[config.mk]
export PLATFORM = sky130hd
export DESIGN_NAME = traffic_signal_monitor
export DESIGN_NICKNAME = d
export VERILOG_FILES = /design/src/rtl/traffic_signal_monitor.sv
export SDC_FILE = /design/constraint.sdc
export NUM_CORES = 1
export LEC_CHECK = 0
export ABC_AREA = 1
export CAP_MARGIN = 40
export CORE_UTILIZATION = 57
export CTS_BUF_LIST = sky130_fd_sc_hd__clkbuf_16
export DETAILED_ROUTE_END_ITERATION = 7
export GPL_ROUTABILITY_DRIVEN = 0
export GPL_TIMING_DRIVEN = 0
export PLACE_DENSITY = 0.88
export REMOVE_ABC_BUFFERS = 1
export SLEW_MARGIN = 10
export SYNTH_ARGS = -nofsm -noshare
export SYNTH_HDL_FRONTEND = slang
export SYNTH_SLANG_ARGS = --single-unit
[constraint.sdc]
create_clock -name clk -period 4.5 [get_ports clk]
set_input_delay 0.675 -clock clk [delete_from_list [all_inputs] [get_ports clk]]
set_output_delay 0.675 -clock clk [all_outputs]
set_load 0.02 [all_outputs]
[src/rtl/traffic_signal_monitor.sv]
// traffic_signal_monitor: passive checker on the receiving end of the lamp bus.
// Decodes every frame into (direction, phase), locks onto the running signal
// cycle and flags illegal lamp patterns, out-of-order phases, wrong dwell
// times and bad resumption after an emergency (all-yellow) interval.
module traffic_signal_monitor #(
  parameter int RED_CYCLES    = 10,
  parameter int YELLOW_CYCLES = 2,
  parameter int GREEN_CYCLES  = 10,
  parameter int CNT_W         = 8
) (
  input  logic             clk,
  input  logic             rst_n,
  input  logic [3:0]       red,
  input  logic [3:0]       yellow,
  input  logic [3:0]       green,
  input  logic [3:0]       pedestrian_walk,
  input  logic             err_clr,
  output logic             locked,
  output logic [1:0]       cur_dir,
  output logic [1:0]       cur_phase,
  output logic             emergency_active,
  output logic             err_pulse,
  output logic [2:0]       err_code,
  output logic [CNT_W-1:0] err_count
);

  localparam logic [1:0] PH_RED = 2'd0;
  localparam logic [1:0] PH_YEL = 2'd1;
  localparam logic [1:0] PH_GRN = 2'd2;

  localparam logic [2:0] E_MALFORMED = 3'd1;
  localparam logic [2:0] E_WALK      = 3'd2;
  localparam logic [2:0] E_SEQ       = 3'd3;
  localparam logic [2:0] E_SHORT     = 3'd4;
  localparam logic [2:0] E_LONG      = 3'd5;
  localparam logic [2:0] E_RESUME    = 3'd6;

  typedef enum logic [1:0] {ST_UNLOCKED, ST_SYNC, ST_TRACK, ST_EMERG} state_t;

  // Decoded view of one bus frame; bad_code is nonzero only for BAD frames.
  typedef struct packed {
    logic       norm;
    logic       emer;
    logic [1:0] dir;
    logic [1:0] phase;
    logic [2:0] bad_code;
  } frame_t;

  // Returns {valid, index} for a one-hot nibble.
  function automatic logic [2:0] onehot_idx(input logic [3:0] v);
    case (v)
      4'b0001: return 3'b100;
      4'b0010: return 3'b101;
      4'b0100: return 3'b110;
      4'b1000: return 3'b111;
      default: return 3'b000;
    endcase
  endfunction

  state_t           state, nxt_state;
  logic [1:0]       dir, phase, nxt_dir, nxt_phase;
  logic [CNT_W-1:0] dwell, nxt_dwell, dwell_inc, exp_dwell;
  logic [1:0]       succ_dir, succ_phase;
  logic             err_hit;
  logic [2:0]       err_val;
  frame_t           fr;
  logic [2:0]       red_oh, yel_oh, grn_oh;

  assign red_oh = onehot_idx(~red);
  assign yel_oh = onehot_idx(yellow);
  assign grn_oh = onehot_idx(green);

  // Classify the current frame as EMER, NORM(d,p) or BAD(subcode).
  always_comb begin
    fr = '0;
    if (yellow == 4'hF && red == 4'h0 && green == 4'h0 && pedestrian_walk == 4'h0) begin
      fr.emer = 1'b1;
    end else if (red_oh[2] && yellow == 4'h0 && green == 4'h0 && pedestrian_walk == 4'h0) begin
      fr.norm  = 1'b1;
      fr.dir   = red_oh[1:0];
      fr.phase = PH_RED;
    end else if (red == 4'hF && yel_oh[2] && green == 4'h0 && pedestrian_walk == 4'h0) begin
      fr.norm  = 1'b1;
      fr.dir   = yel_oh[1:0];
      fr.phase = PH_YEL;
    end else if (red == 4'hF && yellow == 4'h0 && grn_oh[2]) begin
      // Walk lamp belongs to the approach opposite-indexed to the green one.
      if (pedestrian_walk == (4'b1000 >> grn_oh[1:0])) begin
        fr.norm  = 1'b1;
        fr.dir   = grn_oh[1:0];
        fr.phase = PH_GRN;
      end else begin
        fr.bad_code = E_WALK;
      end
    end else begin
      fr.bad_code = E_MALFORMED;
    end
  end

  // Successor phase and required dwell of the phase currently held.
  always_comb begin
    succ_dir   = (phase == PH_GRN) ? dir + 2'd1 : dir;
    succ_phase = PH_RED;
    exp_dwell  = CNT_W'(GREEN_CYCLES);
    case (phase)
      PH_RED: begin
        succ_phase = PH_YEL;
        exp_dwell  = CNT_W'(RED_CYCLES);
      end
      PH_YEL: begin
        succ_phase = PH_GRN;
        exp_dwell  = CNT_W'(YELLOW_CYCLES);
      end
      default: begin
        succ_phase = PH_RED;
        exp_dwell  = CNT_W'(GREEN_CYCLES);
      end
    endcase
    dwell_inc = (dwell == '1) ? dwell : dwell + 1'b1;
  end

  // Next-state / error decision for the lock tracker.
  always_comb begin
    nxt_state = state;
    nxt_dir   = dir;
    nxt_phase = phase;
    nxt_dwell = dwell;
    err_hit   = 1'b0;
    err_val   = 3'd0;
    case (state)
      ST_UNLOCKED: begin
        if (fr.norm) begin
          nxt_state = ST_SYNC;
          nxt_dir   = fr.dir;
          nxt_phase = fr.phase;
          nxt_dwell = CNT_W'(1);
        end
      end
      ST_SYNC, ST_TRACK: begin
        if (fr.emer) begin
          nxt_state = ST_EMERG;
        end else if (fr.norm) begin
          if (fr.dir == dir && fr.phase == phase) begin
            if (dwell == exp_dwell) begin
              err_hit = 1'b1;
              err_val = E_LONG;
            end else begin
              nxt_dwell = dwell_inc;
            end
          end else if (fr.dir == succ_dir && fr.phase == succ_phase) begin
            // Entry point of the first phase is unknown, so SYNC skips the check.
            if (state == ST_TRACK && dwell != exp_dwell) begin
              err_hit = 1'b1;
              err_val = E_SHORT;
            end else begin
              nxt_state = ST_TRACK;
              nxt_dir   = fr.dir;
              nxt_phase = fr.phase;
              nxt_dwell = CNT_W'(1);
            end
          end else begin
            err_hit = 1'b1;
            err_val = E_SEQ;
          end
        end else begin
          err_hit = 1'b1;
          err_val = fr.bad_code;
        end
      end
      ST_EMERG: begin
        if (fr.norm) begin
          // Controller restarts its phase timer on resume: full dwell required.
          if (fr.dir == dir && fr.phase == phase) begin
            nxt_state = ST_TRACK;
            nxt_dwell = CNT_W'(1);
          end else begin
            err_hit = 1'b1;
            err_val = E_RESUME;
          end
        end else if (!fr.emer) begin
          err_hit = 1'b1;
          err_val = E_MALFORMED;
        end
      end
    endcase
    if (err_hit) nxt_state = ST_UNLOCKED;
  end

  // State, registered status outputs and error log.
  always_ff @(posedge clk or negedge rst_n) begin
    if (!rst_n) begin
      state            <= ST_UNLOCKED;
      dir              <= 2'd0;
      phase            <= 2'd0;
      dwell            <= '0;
      locked           <= 1'b0;
      emergency_active <= 1'b0;
      err_pulse        <= 1'b0;
      err_code         <= 3'd0;
      err_count        <= '0;
    end else begin
      state            <= nxt_state;
      dir              <= nxt_dir;
      phase            <= nxt_phase;
      dwell            <= nxt_dwell;
      locked           <= (nxt_state != ST_UNLOCKED);
      emergency_active <= fr.emer;
      err_pulse        <= err_hit;
      if (err_clr) begin
        err_code  <= 3'd0;
        err_count <= '0;
      end else if (err_hit) begin
        if (err_code == 3'd0) err_code <= err_val;
        if (err_count != '1) err_count <= err_count + 1'b1;
      end
    end
  end

  assign cur_dir   = dir;
  assign cur_phase = phase;

endmodule
Word-level counts from Yosys, hierarchy flattened:

Cells that the tools add are included.

* add/subtract/negate cells: 3
* multipliers: 0
* div/mod/pow operators: 0
* $lt $le $gt $ge: 0
* equality and inequality tests: 40
* shift operators: 1
* multiplexer cells: 82
* bitwise operators: 1
* reductions and logical operators: 31

Operators with widths (count)
* 2-to-1 mux 8 bit: 13
* 2-to-1 mux 2 bit: 26
* case mux 3 bit (4 select lines): 3
* 2-to-1 mux 3 bit: 11
* case mux 8 bit (3 select lines): 1
* == test 4 bit (second input constant): 5
* 2-to-1 mux 4 bit: 5
* adder 8 x 1 -> 8 bit (second input constant): 2
* zero test 4 bit: 4
* 2-to-1 mux 1 bit: 16
* != test 2 bit (second input constant): 8
* logical AND 1 bit: 14
* == test 4 x 1 -> 1 bit (second input constant): 3
* == test 4 x 2 -> 1 bit (second input constant): 3
* == test 4 x 3 -> 1 bit (second input constant): 3
* != test 3 bit (second input constant): 4
* case mux 2 bit (2 select lines): 3
* nonzero test 2 bit: 5
* AND reduction 9 bit: 1
* == test 2 bit: 4
* == test 8 bit: 1
* == test 8 bit (second input constant): 1
* != test 8 bit: 1
* != test 8 bit (second input constant): 1
* 15 further kinds: 20

* register bits: 28
* bits in latches: 0
* memory bits (writable): 0
* ROM bits: 0
* output and inout port bits: 18
* memories: 0

Longest topological paths before layout:

* depth after elaboration: 19
* gate-level depth with buffers: 23
* depth with buffers taken out: 23

Worst setup path after synthesis:

Ideal clock, no wire load.

* kind: input-to-reg
* from: input port green[3]
* to: register err_count[5]
* setup time: 0.117 ns
* data arrival time: 2.377 ns
* data required time: 4.383 ns
* slack: 2.005 ns
* stages on the path: 18
* buffers on the path: 0
* cell sequence: nor2_2 nand2_2 nor2_4 nand3_1 o21ai_1 inv_1 nand2_1 nand2_1 nand2_1 nand2_1 inv_1 nand2_2 a31oi_2 nand2_2 nand3_4 nand2_4 nand2_1 nand2_1

* longest elaborated chain between the ends: 18
* elaborated cells between the ends (all ways): 42
* classes of those cells: eq/ne: 9; shift: 1; mux: 20; reduce/logical: 12

Ends and longest elaborated chain
* start: declaration: RTL line 15 `input logic [3:0] green,`
* == test 4 bit (tied with other cells): RTL line 51 `case (v)`
* case mux 3 bit (4 select lines): RTL line 51
* right shift 4 x 2 -> 4 bit: RTL line 88 `if (pedestrian_walk == (4'b1000 >> grn_oh[1:0])) begin`
* == test 4 bit: RTL line 88
* 2-to-1 mux 4 bit: RTL line 88
* 2-to-1 mux 4 bit: RTL line 86 `end else if (red == 4'hF && yellow == 4'h0 && grn_oh[2]) begin`
* 2-to-1 mux 4 bit: RTL line 82 `end else if (red == 4'hF && yel_oh[2] && green == 4'h0 && pedestrian_walk == 4'h0) begin`
* 2-to-1 mux 4 bit: RTL line 78 `end else if (red_oh[2] && yellow == 4'h0 && green == 4'h0 && pedestrian_walk == 4'h0) begin`
* [... 2 more ...]
* logical AND 1 bit: RTL line 150 `end else if (fr.dir == succ_dir && fr.phase == succ_phase) begin`
* 2-to-1 mux 1 bit: RTL line 150
* 2-to-1 mux 1 bit: RTL line 143 `if (fr.dir == dir && fr.phase == phase) begin`
* 2-to-1 mux 1 bit: RTL line 142 `end else if (fr.norm) begin`
* 2-to-1 mux 1 bit: RTL line 140 `if (fr.emer) begin`
* case mux 1 bit (2 select lines) *: RTL line 130 `case (state)`
* nonzero test 2 bit (no source line) *
* AND reduction 2 bit (no source line) *
* end signal: assignment: RTL line 214 `if (err_count != '1) err_count <= err_count + 1'b1;`
* end: declaration: RTL line 24 `output logic [CNT_W-1:0] err_count`

Mark *: on every way between the ends. The rest lies on a longest branch, timed or not.
A chain may end at the register's enable or synchronous reset.

Worst setup path after layout:

* from: input port green[3]
* to: register err_count[7]

Same word-level chain as after synthesis.

==> flow_summary_export.csv <==
group,metric,value,unit
timing,skew,0.00212,ns
route,drc,0,
cts,cts.path.max_buffers,2,
floorplan,pin_count,37,
floorplan,dieArea,4460,sq um
grt,overflow,0,
grt,antenna_found_initial,0,
setup_path,r2r_cells,12,
floorplan,initial_core_util,59.4,%
timing,setup_viol,0,
synth,synth.largest_area_cell,"dfrtp_1",
grt,track_usage,28.0,%
route,vias_per_cell,5.55,
timing,finalMaxSlewViolations,0,
place,portBuffers,36,
power_and_ir_drop,p_leak,1.43,nW
synth,synth_top_area_share,29.3,%
synth,synth_most_common_cell,"nand2_1",
power_and_ir_drop,ir_drop,270,uV
setup_path,crit_arrival,3.38,ns
timing,hold_violations,0,
route,drt-pass1-iter-count,5,
synth,synth_cell_type_count,33,
layout,finalNetCount,434,
grt,met1_usage,36.6,%
power_and_ir_drop,p_per_area,374,nW/um^2
layout,fill_cells,339,
route,antenna_left,0,
floorplan,num_rows,23,
synth,synth_common_cells,"nand2_1, nand3_1, inv_1, nor2_1, dfrtp_1",
setup_path,crit_start,"green[3]",
timing,rsz0062_at_grt,"false",
cts,clock-sinks,28,
cts,clock_latency,0.27,ns
timing,worst_pin_slew,0.530,ns
cts,clk_pin_slew_worst_paths,0.07,ns
cts,postCtsHoldBufs,0,
timing,period_minus_slack,3.22,ns
cts,ctsRootBufferMaster,"clkbuf_16",
floorplan,die_width,66.8,um
grt,top_usage_layer,"met2",
synth,async_reset_ff_share,100,%
setup_path,cp-end-kind,"flip-flop",
floorplan,coreArea,4030,sq um
cts,cts_resized,0,
layout,area_delta_synth_final,22.2,%
outcome,status,"finished, final reports clean",
layout,multi_input_area,1500,sq um
synth,postSynthCellCount,370,
grt,grt_util_met3,2.74,%
timing,fmax,311,MHz
synth,avgSynthCellArea,6.47,sq um
synth,synth-seq-cells,28,
cts,cts-buffers-inserted,3,
grt,grt_max_degree,19,
layout,antenna_cells,0,
synth,synth_warnings,0,
route,wl,5750,um
cts,cts_setup_buffers,0,
layout,final_cell_count_no_fill,458,
floorplan,fp.dieH,66.8,um
grt,grt_pass1_vias,2228,
timing,finalCritPeriodShare,71.6,%
flow_run,drv_cap,0,
route,drt_iter0_markers,159,
synth,yosys-top-cells-area,"dfrtp_1, nand2_1, nand3_1",
setup_path,criticalPathCategory,"in2reg",
setup_path,required,4.66,ns
place,placedCellCount,454,
route,route.vias.total,2541,
min_path,hold_class,"reg2reg",
route,wl_per_cell,12.6,um
timing,fin_tns_setup,0,ns
grt,use_met2,48.1,%
grt,grt_pass1_wl,9670,um
power_and_ir_drop,p_total,0.00109,W
setup_path,rr_startpoint,"dwell[5]",
cts,htreeDepth,1,
layout,drive_gt1_share,7.84,%
setup_path,crit_fanout,9,
synth,netlist_area,2390,sq um
setup_path,reg2reg_slack,2.39,ns
setup_path,cp-start-kind,"primary input",
setup_path,r2r-end,"err_count[7]",
cts,cts_tree,"done",
synth,yosysSeqAreaShare,29.3,%
synth,synth_ff_type,"dfrtp_1",
timing,maxSlewHeadroom,64.5,%
setup_path,crit_end,"err_count[7]",
layout,final-seq-area,701,sq um
place,dpl.hpwl,4300,um
synth,synth_edf_count,0,
flip-flops by register name, summed over array words and instances (netlist names):
| register | flops |
|---|---|
| cur_phase | 2 |
| emergency_active | 1 |
| err_pulse | 1 |
| locked | 1 |
| state | 2 |
| err_code | 3 |
| err_count | 8 |
| dwell | 8 |
| cur_dir | 2 |
stage by stage:
| stage | utilization [%] | hold slack, ns | area (sq um) | worst slack (ns) |
|---|---|---|---|---|
| 4_1_cts | 72.6 | 0.516 | 2930 | 1.32 |
| 3_3_place_gp | 69.7 | 0.497 | 2810 | 1.16 |
| 3_5_place_dp | 70.0 | 0.498 | 2820 | 1.08 |
| 6_report | 72.6 | 0.515 | 2930 | 1.28 |
| 2_1_floorplan | - | 0.379 | 2380 | 2.00 |
| 5_1_grt | 72.6 | 0.549 | 2930 | 1.00 |
worst max-delay path, stage by stage:
cell             delay [ns]
clkdlybuf4s50_1        0.48
nor2_2                 0.24
nand2_2                0.12
nor2_4                 0.18
nand3_1                0.21
o21ai_1                0.19
inv_1                  0.05
nand2_1                0.07
nand2_1                0.08
nand2_1                0.07
nand2_1                0.04
inv_1                  0.13
nand2_2                0.15
a31oi_2                0.19
nand2_2                0.11
nand3_4                0.13
nand2_4                0.10
nand2_1                0.09
nand2_1                0.05
power breakdown:
part | internal, W | total (W) | switching, W
logic | 0.000177 | 0.000499 | 0.000322
clock network | 0.000178 | 0.000273 | 0.0000952
registers | 0.000290 | 0.000323 | 0.0000336
logic make-up (layout without fill, tap and decap cells):
group / after synthesis / in the layout / synth area share [%]
simple gates: 236 / 236 / 46.4
buf+inv: 51 / 89 / 8.10
compound gates: 36 / 36 / 8.31
flops: 28 / 28 / 29.3
xor+xnor: 13 / 13 / 4.75
fa+ha+maj: 6 / 6 / 3.13
layer usage:
| layer | routed length, um | vias to the layer above |
|---|---|---|
| li1 | - | 1285 |
| met1 | 2660 | 1181 |
| met2 | 2800 | 68 |
| met3 | 227 | 7 |
| met4 | 70 | 0 |
| met5 | 0 | - |
cell usage in the layout, fill, tap and decap left out, types with 2 or more instances in the layout:
| master | instances |
|---|---|
| dfrtp_1 | 28 |
| clkbuf_16 | 3 |
| or2_2 | 2 |
| nand3_1 | 48 |
| nor2_1 | 39 |
| clkdlybuf4s50_1 | 36 |
| a21oi_1 | 7 |
| nand2_1 | 103 |
| o21ai_0 | 15 |
| o31ai_1 | 2 |
| nand2_2 | 7 |
| ha_1 | 6 |
| inv_2 | 2 |
| nor3_1 | 6 |
| nand2_4 | 2 |
| o21ai_1 | 8 |
| xnor2_1 | 3 |
| inv_1 | 44 |
| xor2_1 | 10 |
| nor2_2 | 3 |
| nand4_1 | 13 |
| nor2_4 | 4 |
| nand3_2 | 4 |
cell type report:
class	instances	area share [%]
Inverter	48	6.24
Timing Repair Buffer	37	12.8
Clock inverter	1	1.03
Multi-Input combinational cell	291	51.3
Clock buffer	3	2.57
Tap cell	50	2.14
Sequential cell	28	23.9
worst min-delay path by stage:
stage	start	endpoint	slack [ns]	depth (start not counted)
finish	dwell[3]	dwell[3]	0.52	1
global route	dwell[3]	dwell[3]	0.55	1
CTS	err_code[0]	err_code[0]	0.52	2
detailed placement	err_code[0]	err_code[0]	0.50	2
global placement	dwell[3]	dwell[3]	0.50	1
floorplan	rst_n	cur_dir[0]	0.38	0
(Power assumes the default switching activity.)
